### src/rtl/vliw_spi_flash_rd_if.sv
// Bus bundle between the flash read sequencer, its consumer and the SPI byte engine.
interface vliw_spi_flash_rd_if;
  logic        req;
  logic [23:0] addr;
  logic [7:0]  len;
  logic        busy;
  logic        done;
  logic        CS_n;
  logic [7:0]  rd_data;
  logic        rd_valid;
  logic        rd_ready;
  logic [7:0]  spi_din;
  logic        spi_start;
  logic [7:0]  spi_dout;
  logic        spi_busy;

  modport master (
    output req, addr, len, rd_ready, spi_dout, spi_busy,
    input  busy, done, CS_n, rd_data, rd_valid, spi_din, spi_start
  );

  modport slave (
    input  req, addr, len, rd_ready, spi_dout, spi_busy,
    output busy, done, CS_n, rd_data, rd_valid, spi_din, spi_start
  );
endinterface

### src/rtl/vliw_spi_flash_rd.sv
// SPI flash read sequencer: owns CS_n, sends opcode + 24-bit address through
// the byte engine, then clocks in N data bytes onto a valid/ready output.
module vliw_spi_flash_rd #(
  parameter logic [7:0]  READ_CMD = 8'h03,
  parameter int unsigned CS_SETUP = 2,
  parameter int unsigned CS_HOLD  = 2
) (
  input logic               clk,
  input logic               rst,
  vliw_spi_flash_rd_if.slave bus
);

  typedef enum logic [2:0] {
    IDLE, SETUP, XFER, WAIT_HI, WAIT_LO, PRESENT, HOLD, DONE
  } state_t;

  localparam logic [7:0] SETUP_LAST = 8'(CS_SETUP - 1);
  localparam logic [7:0] HOLD_LAST  = 8'(CS_HOLD - 1);

  state_t      state, state_nxt;
  logic [7:0]  cnt, cnt_nxt;
  logic [2:0]  phase, phase_nxt;
  logic [8:0]  remaining, rem_nxt;
  logic [23:0] addr_q, addr_nxt;

  logic        cs_n_q, cs_n_nxt;
  logic        busy_q, busy_nxt;
  logic        done_q, done_nxt;
  logic [7:0]  rd_data_q, rd_data_nxt;
  logic        rd_valid_q, rd_valid_nxt;
  logic [7:0]  spi_din_q, spi_din_nxt;
  logic        spi_start_q, spi_start_nxt;

  // Phase saturates at 4; every byte from there on is a data byte.
  logic data_phase;
  assign data_phase = phase[2];

  assign bus.CS_n      = cs_n_q;
  assign bus.busy      = busy_q;
  assign bus.done      = done_q;
  assign bus.rd_data   = rd_data_q;
  assign bus.rd_valid  = rd_valid_q;
  assign bus.spi_din   = spi_din_q;
  assign bus.spi_start = spi_start_q;

  // State, datapath and registered outputs.
  always_ff @(posedge clk) begin
    if (rst) begin
      state       <= IDLE;
      cnt         <= '0;
      phase       <= '0;
      remaining   <= '0;
      addr_q      <= '0;
      cs_n_q      <= 1'b1;
      busy_q      <= 1'b0;
      done_q      <= 1'b0;
      rd_data_q   <= '0;
      rd_valid_q  <= 1'b0;
      spi_din_q   <= '0;
      spi_start_q <= 1'b0;
    end else begin
      state       <= state_nxt;
      cnt         <= cnt_nxt;
      phase       <= phase_nxt;
      remaining   <= rem_nxt;
      addr_q      <= addr_nxt;
      cs_n_q      <= cs_n_nxt;
      busy_q      <= busy_nxt;
      done_q      <= done_nxt;
      rd_data_q   <= rd_data_nxt;
      rd_valid_q  <= rd_valid_nxt;
      spi_din_q   <= spi_din_nxt;
      spi_start_q <= spi_start_nxt;
    end
  end

  // Next-state sequencing of one read transaction.
  always_comb begin
    state_nxt = state;
    unique case (state)
      IDLE:    if (bus.req) state_nxt = SETUP;
      SETUP:   if (cnt == SETUP_LAST) state_nxt = XFER;
      XFER:    state_nxt = WAIT_HI;
      WAIT_HI: if (bus.spi_busy) state_nxt = WAIT_LO;
      WAIT_LO: if (!bus.spi_busy) state_nxt = data_phase ? PRESENT : XFER;
      PRESENT: if (rd_valid_q && bus.rd_ready)
                 state_nxt = (remaining == 9'd1) ? HOLD : XFER;
      HOLD:    if (cnt == HOLD_LAST) state_nxt = DONE;
      DONE:    state_nxt = IDLE;
      default: state_nxt = IDLE;
    endcase
  end

  // Next values of datapath and outputs; outputs are looked up from state_nxt
  // so that they are registered yet line up with the state they belong to.
  always_comb begin
    cnt_nxt      = '0;
    phase_nxt    = phase;
    rem_nxt      = remaining;
    addr_nxt     = addr_q;
    cs_n_nxt     = cs_n_q;
    busy_nxt     = busy_q;
    rd_data_nxt  = rd_data_q;
    rd_valid_nxt = rd_valid_q;
    spi_din_nxt  = spi_din_q;

    if ((state == SETUP || state == HOLD) && state_nxt == state)
      cnt_nxt = cnt + 8'd1;

    unique case (state)
      IDLE: begin
        if (bus.req) begin
          addr_nxt  = bus.addr;
          rem_nxt   = (bus.len == 8'd0) ? 9'd256 : {1'b0, bus.len};
          phase_nxt = '0;
          cs_n_nxt  = 1'b0;
          busy_nxt  = 1'b1;
        end
      end
      WAIT_LO: begin
        if (!bus.spi_busy) begin
          if (data_phase) begin
            rd_data_nxt  = bus.spi_dout;
            rd_valid_nxt = 1'b1;
          end else begin
            phase_nxt = phase + 3'd1;
          end
        end
      end
      PRESENT: begin
        if (rd_valid_q && bus.rd_ready) begin
          rd_valid_nxt = 1'b0;
          rem_nxt      = remaining - 9'd1;
        end
      end
      HOLD:    if (cnt == HOLD_LAST) cs_n_nxt = 1'b1;
      DONE:    busy_nxt = 1'b0;
      default: ;
    endcase

    done_nxt      = (state_nxt == DONE);
    spi_start_nxt = (state_nxt == XFER);

    if (state_nxt == XFER) begin
      unique case (phase_nxt)
        3'd0:    spi_din_nxt = READ_CMD;
        3'd1:    spi_din_nxt = addr_nxt[23:16];
        3'd2:    spi_din_nxt = addr_nxt[15:8];
        3'd3:    spi_din_nxt = addr_nxt[7:0];
        default: spi_din_nxt = 8'h00;
      endcase
    end
  end

endmodule

### src/flat_wrapper.sv
// flat-port wrapper written by rule: the top's interface ports become plain ports
module vliw_spi_flash_rd_flat 
#(
  parameter logic [7:0]  READ_CMD = 8'h03,
  parameter int unsigned CS_SETUP = 2,
  parameter int unsigned CS_HOLD  = 2
)
  (clk, rst, bus_req, bus_addr, bus_len, bus_rd_ready, bus_spi_dout, bus_spi_busy, bus_busy, bus_done, bus_CS_n, bus_rd_data, bus_rd_valid, bus_spi_din, bus_spi_start);
  vliw_spi_flash_rd_if bus_i ();
  input logic clk;
  input logic rst;
  input wire logic [$bits(bus_i.req)-1:0] bus_req;
  input wire logic [$bits(bus_i.addr)-1:0] bus_addr;
  input wire logic [$bits(bus_i.len)-1:0] bus_len;
  input wire logic [$bits(bus_i.rd_ready)-1:0] bus_rd_ready;
  input wire logic [$bits(bus_i.spi_dout)-1:0] bus_spi_dout;
  input wire logic [$bits(bus_i.spi_busy)-1:0] bus_spi_busy;
  output wire logic [$bits(bus_i.busy)-1:0] bus_busy;
  output wire logic [$bits(bus_i.done)-1:0] bus_done;
  output wire logic [$bits(bus_i.CS_n)-1:0] bus_CS_n;
  output wire logic [$bits(bus_i.rd_data)-1:0] bus_rd_data;
  output wire logic [$bits(bus_i.rd_valid)-1:0] bus_rd_valid;
  output wire logic [$bits(bus_i.spi_din)-1:0] bus_spi_din;
  output wire logic [$bits(bus_i.spi_start)-1:0] bus_spi_start;
  assign bus_i.req = bus_req;
  assign bus_i.addr = bus_addr;
  assign bus_i.len = bus_len;
  assign bus_i.rd_ready = bus_rd_ready;
  assign bus_i.spi_dout = bus_spi_dout;
  assign bus_i.spi_busy = bus_spi_busy;
  assign bus_busy = bus_i.busy;
  assign bus_done = bus_i.done;
  assign bus_CS_n = bus_i.CS_n;
  assign bus_rd_data = bus_i.rd_data;
  assign bus_rd_valid = bus_i.rd_valid;
  assign bus_spi_din = bus_i.spi_din;
  assign bus_spi_start = bus_i.spi_start;
  vliw_spi_flash_rd #(.READ_CMD(READ_CMD), .CS_SETUP(CS_SETUP), .CS_HOLD(CS_HOLD)) u_core (.clk(clk), .rst(rst), .bus(bus_i));
endmodule
### config.mk
export PLATFORM = sky130hd
export DESIGN_NAME = vliw_spi_flash_rd_flat
export DESIGN_NICKNAME = d
export VERILOG_FILES = /design/src/rtl/vliw_spi_flash_rd_if.sv /design/src/rtl/vliw_spi_flash_rd.sv /design/src/flat_wrapper.sv
export SDC_FILE = /design/constraint.sdc
export NUM_CORES = 1
export LEC_CHECK = 0
export CAP_MARGIN = 10
export CORE_ASPECT_RATIO = 1.75
export CORE_MARGIN = 2
export CORE_UTILIZATION = 54
export DETAILED_ROUTE_END_ITERATION = 8
export PLACE_DENSITY = 0.81
export SYNTH_ARGS = -nofsm -noshare
export SYNTH_HDL_FRONTEND = slang
export SYNTH_SLANG_ARGS = --single-unit
### constraint.sdc
create_clock -name clk -period 3.85 [get_ports clk]
set_input_delay 0.77 -clock clk [delete_from_list [all_inputs] [get_ports clk]]
set_output_delay 0.77 -clock clk [all_outputs]
set_load 0.02 [all_outputs]
; ---- After elaboration in Yosys (flattened, before gate mapping)
; Cells that the tools add are included.
[totals]
ff_bits = 68
mem_bits_ro = 0
input_bits = 45
mem_bits_rw = 0
latchBits = 0
n_memories = 0
word_cells = 82
out_inout_bits = 21
[classes]
mux = 29
shifts = 0
n_addsub = 3
eq_ne = 20
magnitude_cmp = 0
n_div = 0
mul = 0
n_bitwise = 2
n_reduce_logical = 16
[op_table]
columns = operator, count
row1 = two-way mux 24 bit, 2
row2 = two-way mux 3 bit, 11
row3 = case mux 8 bit (4 select lines), 1
row4 = two-way mux 9 bit, 3
row5 = case mux 3 bit (8 select lines), 1
row6 = case mux 9 bit (2 select lines), 1
row7 = "equality test 3 x 2 -> 1 bit, second input constant", 5
row8 = "equality test 3 bit, second input constant", 5
row9 = "equality test 9 x 1 -> 1 bit, second input constant", 1
row10 = AND reduction 3 bit, 3
row11 = "subtractor 9 x 1 -> 9 bit, second input constant", 1
row12 = "adder 8 x 1 -> 8 bit, second input constant", 1
row13 = "equality test 8 x 1 -> 1 bit, second input constant", 1
row14 = zero test 8 bit, 1
row15 = nonzero test 2 bit, 4
row16 = "equality test 3 x 1 -> 1 bit, second input constant", 2
row17 = zero test 3 bit, 2
row18 = two-way mux 1 bit, 6
row19 = "!= test 2 x 1 -> 1 bit, second input constant", 3
row20 = case mux 1 bit (2 select lines), 3
row21 = case mux 3 bit (2 select lines), 1
row22 = "!= test 2 bit, second input constant", 2
row23 = AND reduction 4 bit, 1
row24 = "adder 3 x 1 -> 3 bit, second input constant", 1
row25 = other kinds (6), 8

; ---- Longest topological paths before layout
[logic_depth]
ltp_word = 8
ltp_mapped = 9
mapped_depth_nobuf = 8

; ---- Least setup slack after synthesis
; No wires, ideal clock.
[synth_path]
path_kind = input to register
start = in bus_spi_busy
end = reg u_core.spi_din_q[5], in the netlist u_core.bus.spi_din[5]
slack_ns = 1.424
setup_ns = 0.117
cell_stages = 6
t_arrival_ns = 2.308
required_ns = 3.733
n_path_buf = 1
cell_sequence = or4_4 -> or2_1 -> and3_4 -> buf_6 -> o32a_1 -> a32o_1
[synth_via]
elab_chain_len = 4
word_cells_on_any_way = 11
cone_classes = eq/ne: 4 / mux: 6 / reduce/logical: 1
[synth_rtl]
columns = element, line_no
row1 = "start, declared", flat_wrapper.sv:17  ; input wire logic [$bits(bus_i.spi_busy)-1:0] bus_spi_busy;
row2 = two-way mux 3 bit, vliw_spi_flash_rd.sv:121  ; if (!bus.spi_busy) begin
row3 = case mux 3 bit (2 select lines), vliw_spi_flash_rd.sv:110  ; unique case (state)
row4 = "equality test 3 x 2 -> 1 bit, or another cell as far along", vliw_spi_flash_rd.sv:145  ; unique case (phase_nxt)
row5 = case mux 8 bit (4 select lines), vliw_spi_flash_rd.sv:145
row6 = "end signal, assigned", vliw_spi_flash_rd.sv:72  ; spi_din_q <= spi_din_nxt;
row7 = "end, declared", vliw_spi_flash_rd.sv:31  ; logic [7:0] spi_din_q, spi_din_nxt;
; Parallel ways exist; a longest one is shown, timed or not.
; A chain may end at the register's enable or synchronous reset.

; ---- Final worst setup path
; Ends and elaborated chain as after synthesis.

==> flow_summary.yaml <==
synthesis:
  synthTopCellsByArea: "dfxtp_1 (44%), nand2_1 (7.4%), a21oi_1 (6.7%), nor2_1 (5.0%), mux2i_1 (2.6%)"
  synth_top_cell_area_share_pct: 44.46
  syn_area_per_cell_um2: 8.275
  synth-seq-area-share_pct: 44.46
  syn_inst: 370
  synth_top_flop_cell: "dfxtp_1"
  netlist_area_um2: 3062
  synth_top_area_cell: "dfxtp_1"
  yosys_warnings: 0
  ys_seq_elements: 68
  syn-num-nets: 420
  ys_types: 52
  async_flop_share_pct: 0
  synth_edf_count: 0
timing:
  relSlewSlack_pct: 30.80
  rsz0062_at_grt: "no"
  tightest_slew_ns: 1.038
  finalMaxSlewViolations: 0
  setup_tns_ns: 0
  hold_viol_final: 0
  fmax_mhz: 340.1
  clock_skew_ns: 0.005679
  min_period_ns: 2.940
  fin_crit_sh_pct: 76.37
  setup-violations-final: 0
  holdWs_ns: 0.4535
flow_run:
  cap_violations: 0
floorplan:
  row_count: 36
  die_y_um: 103.6
  dieWidth_um: 60.92
  start_util_pct: 55.26
  dieArea_um2: 6312
  io_pins: 66
  core_area_um2: 5540
global_route:
  grt_pass1_wl_mm: 12.44
  grt_pass1_vias: 2760
  grt_overflow: 0
  grt_max_degree: 53
  antenna_found_initial: 0
  grt_util_all_layers_pct: 25.96
cells_and_area:
  drive_above_1_share_pct: 6.005
  fin_util_pct: 70.80
  final_design_area_no_fill_um2: 3923
  nets: 478
  layout_common_cells: "dfxtp_1 (68), clkdlybuf4s50_1 (64), nand2_1 (60), nor2_1 (41), a21oi_1 (41)"
  diodes: 0
  syn_to_final_growth_pct: 28.12
  layout_commonest_cell: "dfxtp_1"
clock_network:
  clock_path_buffers: 2
  cts_hold_buf: 0
  clkTransAtPathRegs_ns: 0.07
  clkSinkCount: 68
  clk_latency_ns: 0.35
  clockRootBuffer: "clkbuf_8"
  htreeDepth: 3
  cts_post_setup_buffers_inserted: 0
  cts_buffers: 9
  cts_tree: "yes"
  cts_repair_resize_count: 0
power_and_ir_drop:
  pwr_density_cell_nw_per_um2: 393.4
  p_leak_nw: 1.453
  ir_drop_mv: 0.3378
critical_path:
  end_kind: "register"
  cp-startpoint: "bus_spi_busy"
  slowest_stage: "a22oi_1"
  crit_chain: "clkdlybuf4s50_1 -> or4_4 -> o21ai_1 -> a22oi_1 -> nand2_1 -> o32a_1 -> a32o_1"
  critPathLaunchType: "input port"
  critPathKind: "input port to register"
  crit-reg2reg-launch: "u_core.state[2]"
  cpPeakStageDelay_ns: 0.79
  cp.required_ns: 4.09
  worstPathMaxFanout: 14
  cp.arrival_ns: 3.18
worst_hold_path:
  hp-start: "u_core.bus.rd_data[1]"
  hold_path.class: "register to register"
drt:
  first_iter_violations: 103
  drc_errors: 0
  ant_nets: 0
  wire_per_inst_um: 15.03
  vias_per_cell: 5.623
  dr.pass1.iters: 4
  vias: 2862
  wl_mm: 7.650
placement:
  portBuffers: 65
  routabilityCongestion: 0.9327
  hpwl_mm: 5.404
  dpl_cell_area_um2: 3722
run_status:
  status: "complete, no violations"
## worst max-delay path, delay by kind of cell
family	cells	cell delay [ns]
AO/OA/AOI/OAI	4	1.34
buffers and inverters	1	0.59
AND/OR/NAND/NOR	2	0.48
## power breakdown
part,total (W),internal (W),switching [W]
combinational,0.000207,0.000101,0.000105
sequential,0.000761,0.000735,0.0000261
clock,0.000576,0.000323,0.000253
## metrics by stage
step,instances,worst slack [ns],total power [W]
after floorplan,370,1.424,0.0008930
after global placement,493,0.6876,0.0009755
after detailed placement,493,0.5711,0.0009809
after CTS,509,0.9452,0.001551
after global routing,509,0.6471,0.001613
final,509,0.9096,0.001543
## logic make-up (layout without fill, tap and decap cells)
| logic type | count (synthesis) | in the layout | share of synthesized area (%) |
|---|---|---|---|
| DFF | 68 | 68 | 44.46 |
| xor gates and xnor gates | 6 | 6 | 1.716 |
| muxes | 9 | 9 | 2.983 |
| buffers and inverters | 28 | 91 | 4.209 |
| AOI/OAI and AO/OA | 94 | 94 | 19.94 |
| and+or+nand+nor | 160 | 160 | 24.64 |
| adders and majority gates | 5 | 5 | 2.043 |
## final cells by class
type / instances / area (um2)
Inverter: 7 / 26.28
Fill cell: 504 / 1618
Timing Repair Buffer: 68 / 668.1
Clock buffer: 16 / 200.2
Multi-Input combinational cell: 274 / 1572
Sequential cell: 68 / 1361
Tap cell: 76 / 95.09
## path summary, 6_finish.rpt
path	endpoint	slack, ns	cells past startpoint
max reg2reg	u_core.bus.spi_din[7]	1.16	6
min reg2reg	u_core.bus.rd_data[1]	0.45	2
min	u_core.bus.rd_data[1]	0.45	2
max	u_core.bus.spi_din[5]	0.91	7
## cells in the mapped netlist (3+ instances only)
| cell | instances |
|---|---|
| or3_1 | 5 |
| dfxtp_1 | 68 |
| nand2_1 | 60 |
| a22o_1 | 4 |
| a2bb2oi_1 | 5 |
| nor3_1 | 13 |
| inv_1 | 7 |
| nand3_1 | 10 |
| nand2b_1 | 3 |
| and3_1 | 5 |
| mux2i_1 | 8 |
| nand3b_1 | 3 |
| clkbuf_1 | 10 |
| xor2_1 | 5 |
| nor2_1 | 41 |
| ha_1 | 5 |
| a21oi_1 | 41 |
| and2_1 | 3 |
| a31oi_1 | 7 |
| o21ai_0 | 12 |
| buf_2 | 7 |
| a32o_1 | 6 |
## state kept, by name, indices dropped and copies added, names as in the netlist
name / count
u_core.phase: 3
u_core.remaining: 9
u_core.bus.done: 1
u_core.bus.rd_valid: 1
u_core.addr_q: 24
u_core.bus.CS_n: 1
u_core.bus.spi_start: 1
u_core.bus.rd_data: 8
u_core.bus.busy: 1
u_core.bus.spi_din: 8
u_core.state: 3
u_core.cnt: 8
## layer usage
layer / GRT usage [%] / vias up / wire (um)
li1: - / 1425 / -
met1: 28.54 / 1339 / 2913
met2: 43.01 / 78 / 4179
met3: 7.990 / 20 / 332
met4: 13.04 / 0 / 224
met5: 0 / - / 0
Note: power is estimated with default switching activity, not from simulation.
